## config.mk

```make
export PLATFORM = sky130hd
export DESIGN_NAME = pixel_stream_tx
export DESIGN_NICKNAME = d
export VERILOG_FILES = /design/src/rtl/pixel_stream_pkg.sv /design/src/rtl/pixel_stream_skid_buf.sv /design/src/rtl/pixel_stream_tx.sv
export SDC_FILE = /design/constraint.sdc
export NUM_CORES = 1
export LEC_CHECK = 0
export CORE_MARGIN = 1.5
export CORE_UTILIZATION = 23
export CTS_CLUSTER_DIAMETER = 80
export DETAILED_ROUTE_END_ITERATION = 10
export PLACE_DENSITY = 0.44
export SLEW_MARGIN = 20
export SYNTH_ARGS = -nofsm -noshare
export SYNTH_HDL_FRONTEND = slang
export SYNTH_SLANG_ARGS = --single-unit
```

## constraint.sdc

```tcl
create_clock -name clk -period 4.5 [get_ports clk]
set_clock_uncertainty 0.15 [all_clocks]
set_input_delay 0.675 -clock clk [delete_from_list [all_inputs] [get_ports clk]]
set_output_delay 0.675 -clock clk [all_outputs]
set_load 0.01 [all_outputs]
```

## src/rtl/pixel_stream_pkg.sv

```systemverilog
// Shared types and defaults for the pixel stream transmitter.
// Defining PIXEL_STREAM_TX_SOF_EN adds a start-of-frame sideband bit to each beat.
package pixel_stream_pkg;

  typedef enum logic [1:0] {
    IDLE  = 2'd0,
    RUN   = 2'd1,
    DRAIN = 2'd2
  } state_t;

  localparam int DEF_DATA_W = 8;
  localparam int DEF_COLS   = 1024;
  localparam int DEF_ROWS   = 1024;

  typedef struct packed {
    logic last;
`ifdef PIXEL_STREAM_TX_SOF_EN
    logic user;
`endif
  } side_t;

  localparam int SIDE_W = $bits(side_t);

  function automatic int beat_w(input int data_w);
    return data_w + SIDE_W;
  endfunction

endpackage

```

## src/rtl/pixel_stream_skid_buf.sv

```systemverilog
// Two-entry valid/ready FIFO: a registered output stage backed by one skid slot.
module pixel_stream_skid_buf #(
  parameter int W = 9
) (
  input  logic         clk,
  input  logic         rst,
  input  logic         in_valid,
  input  logic [W-1:0] in_data,
  output logic         out_valid,
  input  logic         out_ready,
  output logic [W-1:0] out_data,
  output logic [1:0]   count
);

  logic         skid_vld;
  logic [W-1:0] skid_data;
  logic         pop;
  logic         load_out;

  assign pop      = out_valid && out_ready;
  assign load_out = !out_valid || pop;
  assign count    = {1'b0, out_valid} + {1'b0, skid_vld};

  always_ff @(posedge clk) begin
    if (rst) begin
      out_valid <= 1'b0;
      skid_vld  <= 1'b0;
    end else if (load_out) begin
      out_valid <= skid_vld || in_valid;
      skid_vld  <= skid_vld && in_valid;
    end else begin
      skid_vld  <= skid_vld || in_valid;
    end
  end

  // Output register is cleared on reset so the stream presents zeros when idle.
  always_ff @(posedge clk) begin
    if (rst) begin
      out_data <= '0;
    end else if (load_out && (skid_vld || in_valid)) begin
      out_data <= skid_vld ? skid_data : in_data;
    end
  end

  always_ff @(posedge clk) begin
    if ((load_out && skid_vld && in_valid) || (!load_out && in_valid)) begin
      skid_data <= in_data;
    end
  end

endmodule

```

## src/rtl/pixel_stream_tx.sv

```systemverilog
// Frame reader: walks a ROWS x COLS pixel memory in raster order onto an AXI-stream.
// Defining PIXEL_STREAM_TX_SOF_EN adds axi_user marking the first beat of each frame.
module pixel_stream_tx
  import pixel_stream_pkg::*;
#(
  parameter int DATA_W = DEF_DATA_W,
  parameter int COLS   = DEF_COLS,
  parameter int ROWS   = DEF_ROWS,
  parameter int ADDR_W = 20
) (
  input  logic              clk,
  input  logic              rst,
  input  logic              start,
  output logic              busy,
  output logic              done,
  output logic              mem_rd_en,
  output logic [ADDR_W-1:0] mem_addr,
  input  logic [DATA_W-1:0] mem_rd_data,
  output logic [DATA_W-1:0] axi_data,
  output logic              axi_valid,
  input  logic              axi_ready,
  output logic              axi_last,
  output logic              axi_keep
`ifdef PIXEL_STREAM_TX_SOF_EN
  ,
  output logic              axi_user
`endif
);

  localparam int COL_W  = $clog2(COLS);
  localparam int ROW_W  = (ROWS > 1) ? $clog2(ROWS) : 1;
  localparam int BEAT_W = beat_w(DATA_W);
  localparam logic [COL_W-1:0] COL_LAST = COL_W'(COLS - 1);
  localparam logic [ROW_W-1:0] ROW_LAST = ROW_W'(ROWS - 1);

  state_t            state;
  state_t            state_nxt;
  logic [COL_W-1:0]  col;
  logic [ROW_W-1:0]  row;
  logic [ADDR_W-1:0] addr;
  logic              rd_en;
  logic              done_nxt;
  logic              final_issue;
  logic              credit_ok;
  logic [1:0]        credit_used;
  logic [1:0]        buf_cnt;
  logic              pop;
  side_t             side_issue;
  logic              vld_p0;
  side_t             side_p0;
  logic [BEAT_W-1:0] beat_out;
  side_t             side_out;

  assign pop         = axi_valid && axi_ready;
  assign final_issue = (row == ROW_LAST) && (col == COL_LAST);
  // A pop this cycle frees a slot, which is what keeps the stream gap-free.
  assign credit_used = buf_cnt - {1'b0, pop} + {1'b0, vld_p0};
  assign credit_ok   = credit_used < 2'd2;

  assign side_issue.last = (col == COL_LAST);
`ifdef PIXEL_STREAM_TX_SOF_EN
  assign side_issue.user = (row == '0) && (col == '0);
`endif

  always_comb begin
    state_nxt = state;
    rd_en     = 1'b0;
    done_nxt  = 1'b0;
    case (state)
      IDLE: begin
        if (start) state_nxt = RUN;
      end
      RUN: begin
        if (credit_ok) begin
          rd_en = 1'b1;
          if (final_issue) state_nxt = DRAIN;
        end
      end
      DRAIN: begin
        if (!vld_p0 && (buf_cnt == 2'd1) && pop) begin
          state_nxt = IDLE;
          done_nxt  = 1'b1;
        end
      end
      default: state_nxt = IDLE;
    endcase
  end

  always_ff @(posedge clk) begin
    if (rst) begin
      state <= IDLE;
      done  <= 1'b0;
    end else begin
      state <= state_nxt;
      done  <= done_nxt;
    end
  end

  always_ff @(posedge clk) begin
    if (rst || (state == IDLE && start)) begin
      addr <= '0;
      col  <= '0;
      row  <= '0;
    end else if (rd_en) begin
      addr <= addr + 1'b1;
      if (col == COL_LAST) begin
        col <= '0;
        if (row != ROW_LAST) row <= row + 1'b1;
      end else begin
        col <= col + 1'b1;
      end
    end
  end

  // ---- stage p0: read in flight, sideband travels with it ----
  always_ff @(posedge clk) begin
    if (rst) vld_p0 <= 1'b0;
    else     vld_p0 <= rd_en;
    side_p0 <= side_issue;
  end

  // ---- stage p1: returned word captured into the skid buffer ----
  pixel_stream_skid_buf #(
    .W (BEAT_W)
  ) u_buf (
    .clk       (clk),
    .rst       (rst),
    .in_valid  (vld_p0),
    .in_data   ({mem_rd_data, side_p0}),
    .out_valid (axi_valid),
    .out_ready (axi_ready),
    .out_data  (beat_out),
    .count     (buf_cnt)
  );

  assign side_out  = side_t'(beat_out[SIDE_W-1:0]);
  assign axi_data  = beat_out[BEAT_W-1 -: DATA_W];
  assign axi_last  = axi_valid & side_out.last;
  assign axi_keep  = axi_valid;
`ifdef PIXEL_STREAM_TX_SOF_EN
  assign axi_user  = axi_valid & side_out.user;
`endif
  assign busy      = (state != IDLE);
  assign mem_rd_en = rd_en;
  assign mem_addr  = addr;

endmodule
```

---- Word-level counts from Yosys, hierarchy flattened ----
Index checks and enable logic that the tools add are counted.
cells by class
  reduce and logical (&&, ||, !) cells .... 22
  add/sub/neg operators ................... 6
  magnitude comparators ................... 1
  bitwise operators ....................... 2
  equality and inequality tests ........... 10
  mux-type cells .......................... 11
operator list
  kind                                               number
  adder 10 x 1 -> 10 bit, second input constant      2
  adder 20 x 1 -> 20 bit, second input constant      1
  == test 10 bit, second input constant              2
  logical AND 1 bit                                  10
  two-way mux 10 bit                                 1
  inequality test 10 bit, second input constant      1
  two-way mux 9 bit                                  1
  two-way mux 2 bit                                  4
  inequality test 2 bit, second input constant       4
  one-hot mux 2 bit (3 select lines)                 1
  == test 2 x 1 -> 1 bit, second input constant      2
  logical OR 1 bit                                   4
  two-way mux 1 bit                                  4
  AND reduction 4 bit                                1
  logical NOT 1 bit                                  3
  AND reduction 3 bit                                1
  adder 1 x 1 -> 2 bit                               1
  adder 2 x 1 -> 2 bit                               1
  == test 2 bit, second input constant               1
  logical NOT 2 bit                                  1
  less-than comparator 2 bit, second input constant  1
  nonzero test 2 bit                                 1
  OR reduction 2 bit                                 1
  subtractor 2 x 1 -> 2 bit                          1
  other kinds (2)                                    2
word-level totals
  logic and storage cells ................. 63
  input bits .............................. 12
  bits in registers ....................... 65
  output and inout port bits .............. 34

---- Depth between registers and ports, before layout ----
Gate-level depths: netlist of the first run.
  depth after elaboration ................. 7
  depth in mapped cells ................... 8
  gate-level depth less buffers ........... 7

---- By module ----
From an unflattened synthesis of the first run, not the netlist that was laid out.
second synthesis, totals
  cells, all modules ...................... 320
  area total of the unflattened synthesis .. 2975.4 um^2
by module, submodules not included
  module                 instances  area each (um^2)  cells each  seq. area each (um^2)
  pixel_stream_tx        1          2139.6            257         900.9
  pixel_stream_skid_buf  1          835.8             63          490.5

---- Worst setup path after synthesis of the first run ----
No wires, ideal clock.
  kind .................................... input to output
  from .................................... input axi_ready
  to ...................................... output mem_rd_en
  buffers on the path ..................... 1
  arrival time ............................ 2.116 ns
  required time ........................... 3.675 ns
  setup slack ............................. 1.559 ns
  stages .................................. 6
  cell sequence ........................... and2_1 > ha_1 > nor2b_1 > xor2_1 > buf_4 > nor2_2
on the way
  word-level cells in the longest chain between the ends .. 6
ends and longest elaborated chain
  element                     RTL line               source
  start, declared             pixel_stream_tx.sv:21  input logic axi_ready,
  logical AND 1 bit           pixel_stream_tx.sv:54  assign pop = axi_valid && axi_ready;
  subtractor 2 x 1 -> 2 bit   pixel_stream_tx.sv:57  assign credit_used = buf_cnt - {1'b0, pop} + {1'b0, vld_p0};
  adder 2 x 1 -> 2 bit        pixel_stream_tx.sv:57
  less-than comparator 2 bit  pixel_stream_tx.sv:58  assign credit_ok = credit_used < 2'd2;
  two-way mux 1 bit           pixel_stream_tx.sv:74  if (credit_ok) begin
  two-way mux 1 bit           pixel_stream_tx.sv:69  case (state)
  end, declared               pixel_stream_tx.sv:16  output logic mem_rd_en,
No other way between the ends.

---- Final worst setup path of the first run ----
Same ends and word-level chain as after synthesis.

==> results of run 1 <==
[report_power, final]
part	switching, W	total, W	internal, W
combinational	0.0000476	0.0000868	0.0000392
clock	0.000250	0.000707	0.000457
sequential	0.00000759	0.000606	0.000598
total	0.000305	0.00140	0.00109
[how the worst min path moves through the flow]
stage | start | to | slack (ns) | depth (start not counted)
after global routing | side_p0 | u_buf.skid_data[0] | 0.30 | 0
after detailed placement | side_p0 | u_buf.skid_data[0] | 0.27 | 0
final | side_p0 | u_buf.skid_data[0] | 0.28 | 0
after global placement | side_p0 | u_buf.skid_data[0] | 0.27 | 0
after CTS | side_p0 | u_buf.skid_data[0] | 0.28 | 0
after floorplan | side_p0 | u_buf.skid_data[0] | 0.26 | 0
[worst register-to-register path: stages (launching register included)]
cell     delay (ns)
dfxtp_1        0.42
and2_1         0.19
ha_1           0.23
nor2b_1        0.42
xnor2_4        0.28
nand4_4        0.31
or4_1          0.48
a21oi_1        0.14
[routing by layer]
layer / vias to the layer above / global-route usage, % / wire, um
met5: - / 0 / 0
met4: 0 / 4.42 / 123
met3: 8 / 4.41 / 473
met2: 80 / 14.7 / 2870
met1: 1106 / 15.2 / 3620
li1: 1229 / - / -
[per-stage QoR]
stage / instances / worst slack (ns) / util, % / area (um^2)
3_3_place_gp: 522 / 0.619 / 28.3 / 3590
2_1_floorplan: 324 / 1.56 / - / 3030
3_5_place_dp: 522 / 0.627 / 28.3 / 3600
6_report: 538 / 0.607 / 30.6 / 3900
4_1_cts: 538 / 0.598 / 30.6 / 3900
5_1_grt: 538 / 0.414 / 30.6 / 3900
[cell usage in the layout, fill, tap and decap left out, types with 6 or more instances in the layout]
| master | instances |
|---|---|
| xnor2_1 | 15 |
| nand2_1 | 14 |
| clkdlybuf4s50_1 | 45 |
| nor4_1 | 6 |
| clkbuf_16 | 9 |
| dfxtp_1 | 56 |
| a211oi_1 | 9 |
| or3_1 | 9 |
| nor3_1 | 8 |
| xor2_1 | 7 |
| inv_1 | 6 |
| o21ai_0 | 11 |
| nand4_1 | 12 |
| edfxtp_1 | 9 |
| a21oi_1 | 18 |
| mux2i_1 | 12 |
| nor2_1 | 42 |
| nand3_1 | 16 |
| or4_1 | 7 |
[registers in the layout (all words and copies together) (netlist names)]
name	flops
u_buf.out_valid	1
u_buf.skid_data	9
side_p0	1
u_buf.out_data	9
row	10
state	2
done	1
col	10
u_buf.skid_vld	1
mem_addr	20
vld_p0	1
[layout make-up]
| class | count | area (um^2) | share of cell area, % |
|---|---|---|---|
| Multi-Input combinational cell | 231 | 1500 | 38.4 |
| Timing Repair Buffer | 48 | 473 | 12.1 |
| Clock buffer | 13 | 260 | 6.68 |
| Sequential cell | 65 | 1390 | 35.7 |
| Tap cell | 172 | 215 | 5.52 |
| Clock inverter | 3 | 40.0 | 1.03 |
| Inverter | 6 | 22.5 | 0.578 |
[kinds of logic (layout without fill, tap and decap cells)]
group           after synthesis  after routing  synth area share (%)
xor+xnor                     24             24                  7.81
compound gates               50             50                  10.1
mux                          12             12                  3.97
buf+inv                      28             70                  4.79
fa+ha+maj                     5              5                  2.07
simple gates                140            140                  25.3
flops                        65             65                  45.9
==> results.sh, run 1 <==
export IMPL_outcome="finished clean"
export IMPL_first_pass_iters=4
export IMPL_relSlewSlack_pct=44.9
export IMPL_cts_resized=0
export IMPL_synth_seq_cells=65
export IMPL_leakagePower_nw=1.20
export IMPL_vias=2423
export IMPL_antennaDiodeCount=0
export IMPL_worst_pin_slew_ns=0.825
export IMPL_slew_viol_final=0
export IMPL_post_drt_via_cell_ratio=4.50
export IMPL_start_kind="input port"
export IMPL_rsz0062_at_grt="false"
export IMPL_gr_usage_all_layers_pct=10.9
export IMPL_worstPathMaxFanout=5
export IMPL_clockRootBuffer="clkbuf_16"
export IMPL_antenna_found_initial=0
export IMPL_r2r_end="row[8]"
export IMPL_hold_violations=0
export IMPL_period_share_pct=86.5
export IMPL_fillCellCount=1352
export IMPL_required_ns=3.67
export IMPL_cpMostUsedCell="clkdlybuf4s50_1"
export IMPL_crit_family="buffers and inverters"
export IMPL_synthTopCellsByArea="dfxtp_1 (37%), edfxtp_1 (8.9%), nor2_1 (5.3%)"
export IMPL_cts_setup_buffers=0
export IMPL_synthToLayoutAreaGrowth_pct=28.7
export IMPL_finalPower_w=0.00140
export IMPL_hold_ws_ns=0.279
export IMPL_irDropWorstVdd_mv=0.154
export IMPL_port_buffers=45
export IMPL_drc=0
export IMPL_die_area_mm2=0.0139
export IMPL_r2r_setup_slack_ns=1.81
export IMPL_grt_pass1_vias=2351
export IMPL_cts_tree="built"
export IMPL_synth_edff_count=9
export IMPL_grt_max_degree=32
export IMPL_clk_pin_slew_ns=0.05
export IMPL_die_x_um=118
export IMPL_ys_warn_count=0
export IMPL_endpoint="mem_rd_en"
export IMPL_crit_path_end_kind="primary output"
export IMPL_ys_top_cells_by_count="dfxtp_1 (56), nor2_1 (43), a21oi_1 (18)"
export IMPL_synth_cell_type_count=44
export IMPL_syn_inst=324
export IMPL_clock_latency_ns=0.33
export IMPL_maxCapViolCount=0
export IMPL_startpoint="axi_ready"
export IMPL_crit_arrival_ns=3.07
export IMPL_synth_top_area_share_pct=37.0
export IMPL_slowest_delay_ns=0.61
export IMPL_cts_hold_buffers=0
export IMPL_path_cells="clkdlybuf4s50_1 -> and2_1 -> ha_1 -> nor2b_1 -> xor2_1 -> nor2_2 -> clkdlybuf4s50_1"
export IMPL_io_pins=46
export IMPL_gp_congestion=0.733
export IMPL_clockBufferDepth=2
export IMPL_fin_nets=378
export IMPL_critical_path_class="in -> out"
export IMPL_ys_flop_type="dfxtp_1"
export IMPL_cts_max_level=3
export IMPL_r2r_start="u_buf.out_valid"
export IMPL_syn_nets=341
export IMPL_fmax_mhz=257
export IMPL_ff2ff_path_depth=7
export IMPL_wl_per_cell_um=13.2
export IMPL_syn_cell_area_mm2=0.00303
export IMPL_cts_buffers=9
export IMPL_cts_sinks=65
export IMPL_place_hpwl_um=4710
export IMPL_initial_core_util_pct=23.8
export IMPL_core_mm2=0.0127
export IMPL_critPathSlowestCell="clkdlybuf4s50_1"
export IMPL_die_h_um=118
export IMPL_avgSynthCellArea_um2=9.35
export IMPL_final_period_minus_worst_setup_slack_ns=3.89
export IMPL_ys_async_sr_fraction_pct=0
export IMPL_cp_depth=7
export IMPL_power_density_mw_per_mm2=359
export IMPL_setup_tns_ns=0
export IMPL_grt_overflow=0
export IMPL_drt_iter0_markers=168
export IMPL_finalSetupViolations=0
export IMPL_critPathBufInv=2
export IMPL_synth_top_area_cell="dfxtp_1"
export IMPL_std_cell_rows=41
export IMPL_yosysMostFrequentCell="dfxtp_1"
export IMPL_routed_wl_um=7090
export IMPL_hold_class="reg -> reg"
export IMPL_synth_seq_area_share_pct=45.9
export IMPL_postRouteAntennaNets=0
export IMPL_drive_gt1_share_pct=8.47
export IMPL_grt_pass1_wl_um=12000
(Power assumes the default switching activity.)
==> inputs of run 2 (changes only) <==
- SYNTH_HIERARCHICAL: unset -> 1
==> results.sh, run 2 <==
export IMPL_outcome="finished clean"
export IMPL_cts_max_level=3
export IMPL_syn_cell_area_mm2=0.00298
export IMPL_grt_pass1_wl_um=11400
export IMPL_hold_class="reg -> reg"
export IMPL_place_hpwl_um=4670
export IMPL_placed_cell_area_mm2=0.00360
export IMPL_maxCapViolCount=0
export IMPL_io_pins=46
export IMPL_synth_cell_type_count=45
export IMPL_fin_nets=383
export IMPL_ys_top_cells_by_count="dfxtp_1 (56), nor2_1 (32), a21oi_1 (27)"
export IMPL_vias=2422
export IMPL_finalNonFillerCells=543
export IMPL_slowest_delay_ns=0.56
export IMPL_worst_pin_slew_ns=0.991
export IMPL_crit_arrival_ns=2.94
export IMPL_synthToLayoutAreaGrowth_pct=30.5
export IMPL_antennaDiodeCount=0
export IMPL_setup_tns_ns=0
export IMPL_period_share_pct=83.7
export IMPL_path_cells="clkdlybuf4s50_1 -> and2_1 -> ha_1 -> nor2b_1 -> xor2_1 -> nand2_1 -> clkinv_1 -> clkdlybuf4s50_1"
export IMPL_cts_buffers=9
export IMPL_drive_gt1_share_pct=9.70
export IMPL_gp_congestion=0.729
export IMPL_first_pass_iters=4
export IMPL_grt_overflow=0
export IMPL_avgSynthCellArea_um2=9.30
export IMPL_clock_latency_ns=0.34
export IMPL_start_kind="input port"
export IMPL_yosysMostFrequentCell="dfxtp_1"
export IMPL_grt_max_degree=30
export IMPL_relSlewSlack_pct=33.9
export IMPL_port_buffers=45
export IMPL_gr_usage_all_layers_pct=11.1
export IMPL_syn_inst=320
export IMPL_ys_async_sr_fraction_pct=0
export IMPL_wl_per_cell_um=12.7
export IMPL_synth_seq_cells=65
export IMPL_synth_top_area_share_pct=37.7
export IMPL_cts_setup_buffers=0
export IMPL_die_x_um=117
export IMPL_crit_family="buffers and inverters"
export IMPL_cts_resized=0
export IMPL_cts_tree="built"
export IMPL_clockBufferDepth=2
export IMPL_core_mm2=0.0126
export IMPL_rsz0062_at_grt="false"
export IMPL_slew_viol_final=0
export IMPL_leakagePower_nw=1.22
export IMPL_drt_iter0_markers=106
export IMPL_cts_hold_buffers=0
export IMPL_mostFrequentLayoutCells="dfxtp_1 (56), clkdlybuf4s50_1 (45), nor2_1 (32), a21oi_1 (27), nand2_1 (22)"
export IMPL_synthTopCellsByArea="dfxtp_1 (38%), edfxtp_1 (9.1%), xnor2_1 (5.3%)"
export IMPL_ys_warn_count=6
export IMPL_largest_reg_flops=20
export IMPL_grt_pass1_vias=2309
export IMPL_postLayoutCoreUtil_pct=30.8
export IMPL_die_area_mm2=0.0136
export IMPL_ys_flop_type="dfxtp_1"
export IMPL_dp_cells=527
export IMPL_cpMostUsedCell="clkdlybuf4s50_1"
export IMPL_cts_sinks=65
export IMPL_initial_core_util_pct=23.6
export IMPL_finalSetupViolations=0
export IMPL_synth_edff_count=9
export IMPL_crit_path_end_kind="primary output"
export IMPL_worstPathMaxFanout=6
export IMPL_die_h_um=117
export IMPL_drc=0
export IMPL_critical_path_class="in -> out"
export IMPL_hold_violations=0
export IMPL_post_drt_via_cell_ratio=4.46
export IMPL_final_common_cell="dfxtp_1"
export IMPL_synth_seq_area_share_pct=46.8
export IMPL_syn_nets=337
export IMPL_clk_pin_slew_ns=0.06
export IMPL_fmax_mhz=265
export IMPL_irDropWorstVdd_mv=0.222
export IMPL_antenna_found_initial=0
export IMPL_critPathSlowestCell="clkdlybuf4s50_1"
export IMPL_std_cell_rows=41
export IMPL_fin_area_mm2=0.00388
export IMPL_clockRootBuffer="clkbuf_16"
export IMPL_required_ns=3.67
export IMPL_hold_ws_ns=0.296
export IMPL_fillCellCount=1347
export IMPL_synth_top_area_cell="dfxtp_1"
export IMPL_power_density_mw_per_mm2=349
export IMPL_critPathBufInv=3
export IMPL_routed_wl_um=6890
export IMPL_postRouteAntennaNets=0
export IMPL_final_period_minus_worst_setup_slack_ns=3.77
-- run 2: path summary, 6_finish.rpt --
path | from | end | slack [ns] | cells after the start
hold reg to reg | side_p0 | u_buf/skid_data[0] | 0.30 | 0
hold / removal | side_p0 | u_buf/skid_data[0] | 0.30 | 0
setup / recovery | axi_ready | mem_rd_en | 0.73 | 8
setup reg to reg | u_buf/out_valid | mem_addr[18] | 1.52 | 8
-- run 2: per-layer routing --
metal | up-vias | wire (um) | track usage, %
met4 | 0 | 95 | 4.34
met3 | 8 | 427 | 4.77
li1 | 1254 | - | -
met5 | - | 0 | 0
met1 | 1112 | 3390 | 14.1
met2 | 48 | 2980 | 16.6
-- run 2: cell families after synthesis --
kind of cell | synth area share [%]
XOR/XNOR | 6.77
buffers and inverters | 4.04
AND/OR/NAND/NOR | 23.6
AO/OA/AOI/OAI | 13.3
multiplexers | 3.36
flip-flops | 46.8
adder cells (fa/ha/maj) | 2.10
-- run 2: worst reg2reg max path, stage by stage (launching register included) --
cell and delay [ns]:
dfxtp_1 0.47, and2_1 0.20, ha_1 0.23, nor2b_1 0.21, xnor2_1 0.21, buf_4 0.23
or4_1 0.67, or3_1 0.39, a21oi_1 0.15
-- run 2: per-stage QoR --
stage	power (W)	setup slack [ns]
2_1_floorplan	0.000670	1.63
3_3_place_gp	0.000709	0.758
3_5_place_dp	0.000710	0.727
4_1_cts	0.00138	0.700
5_1_grt	0.00142	0.526
6_report	0.00135	0.733
-- run 2: cell type report --
cell class	instances	area [um^2]	area share, %
Inverter	11	41.3	1.06
Clock inverter	5	28.8	0.741
Tap cell	172	215	5.54
Timing Repair Buffer	50	488	12.6
Sequential cell	65	1390	35.8
Clock buffer	11	254	6.54
Multi-Input combinational cell	229	1460	37.7
-- run 2: power by group --
part	internal, W	switching, W	total, W
combinational	0.0000408	0.0000493	0.0000900
clock	0.000402	0.000255	0.000657
sequential	0.000598	0.00000827	0.000606
total	0.00104	0.000312	0.00135
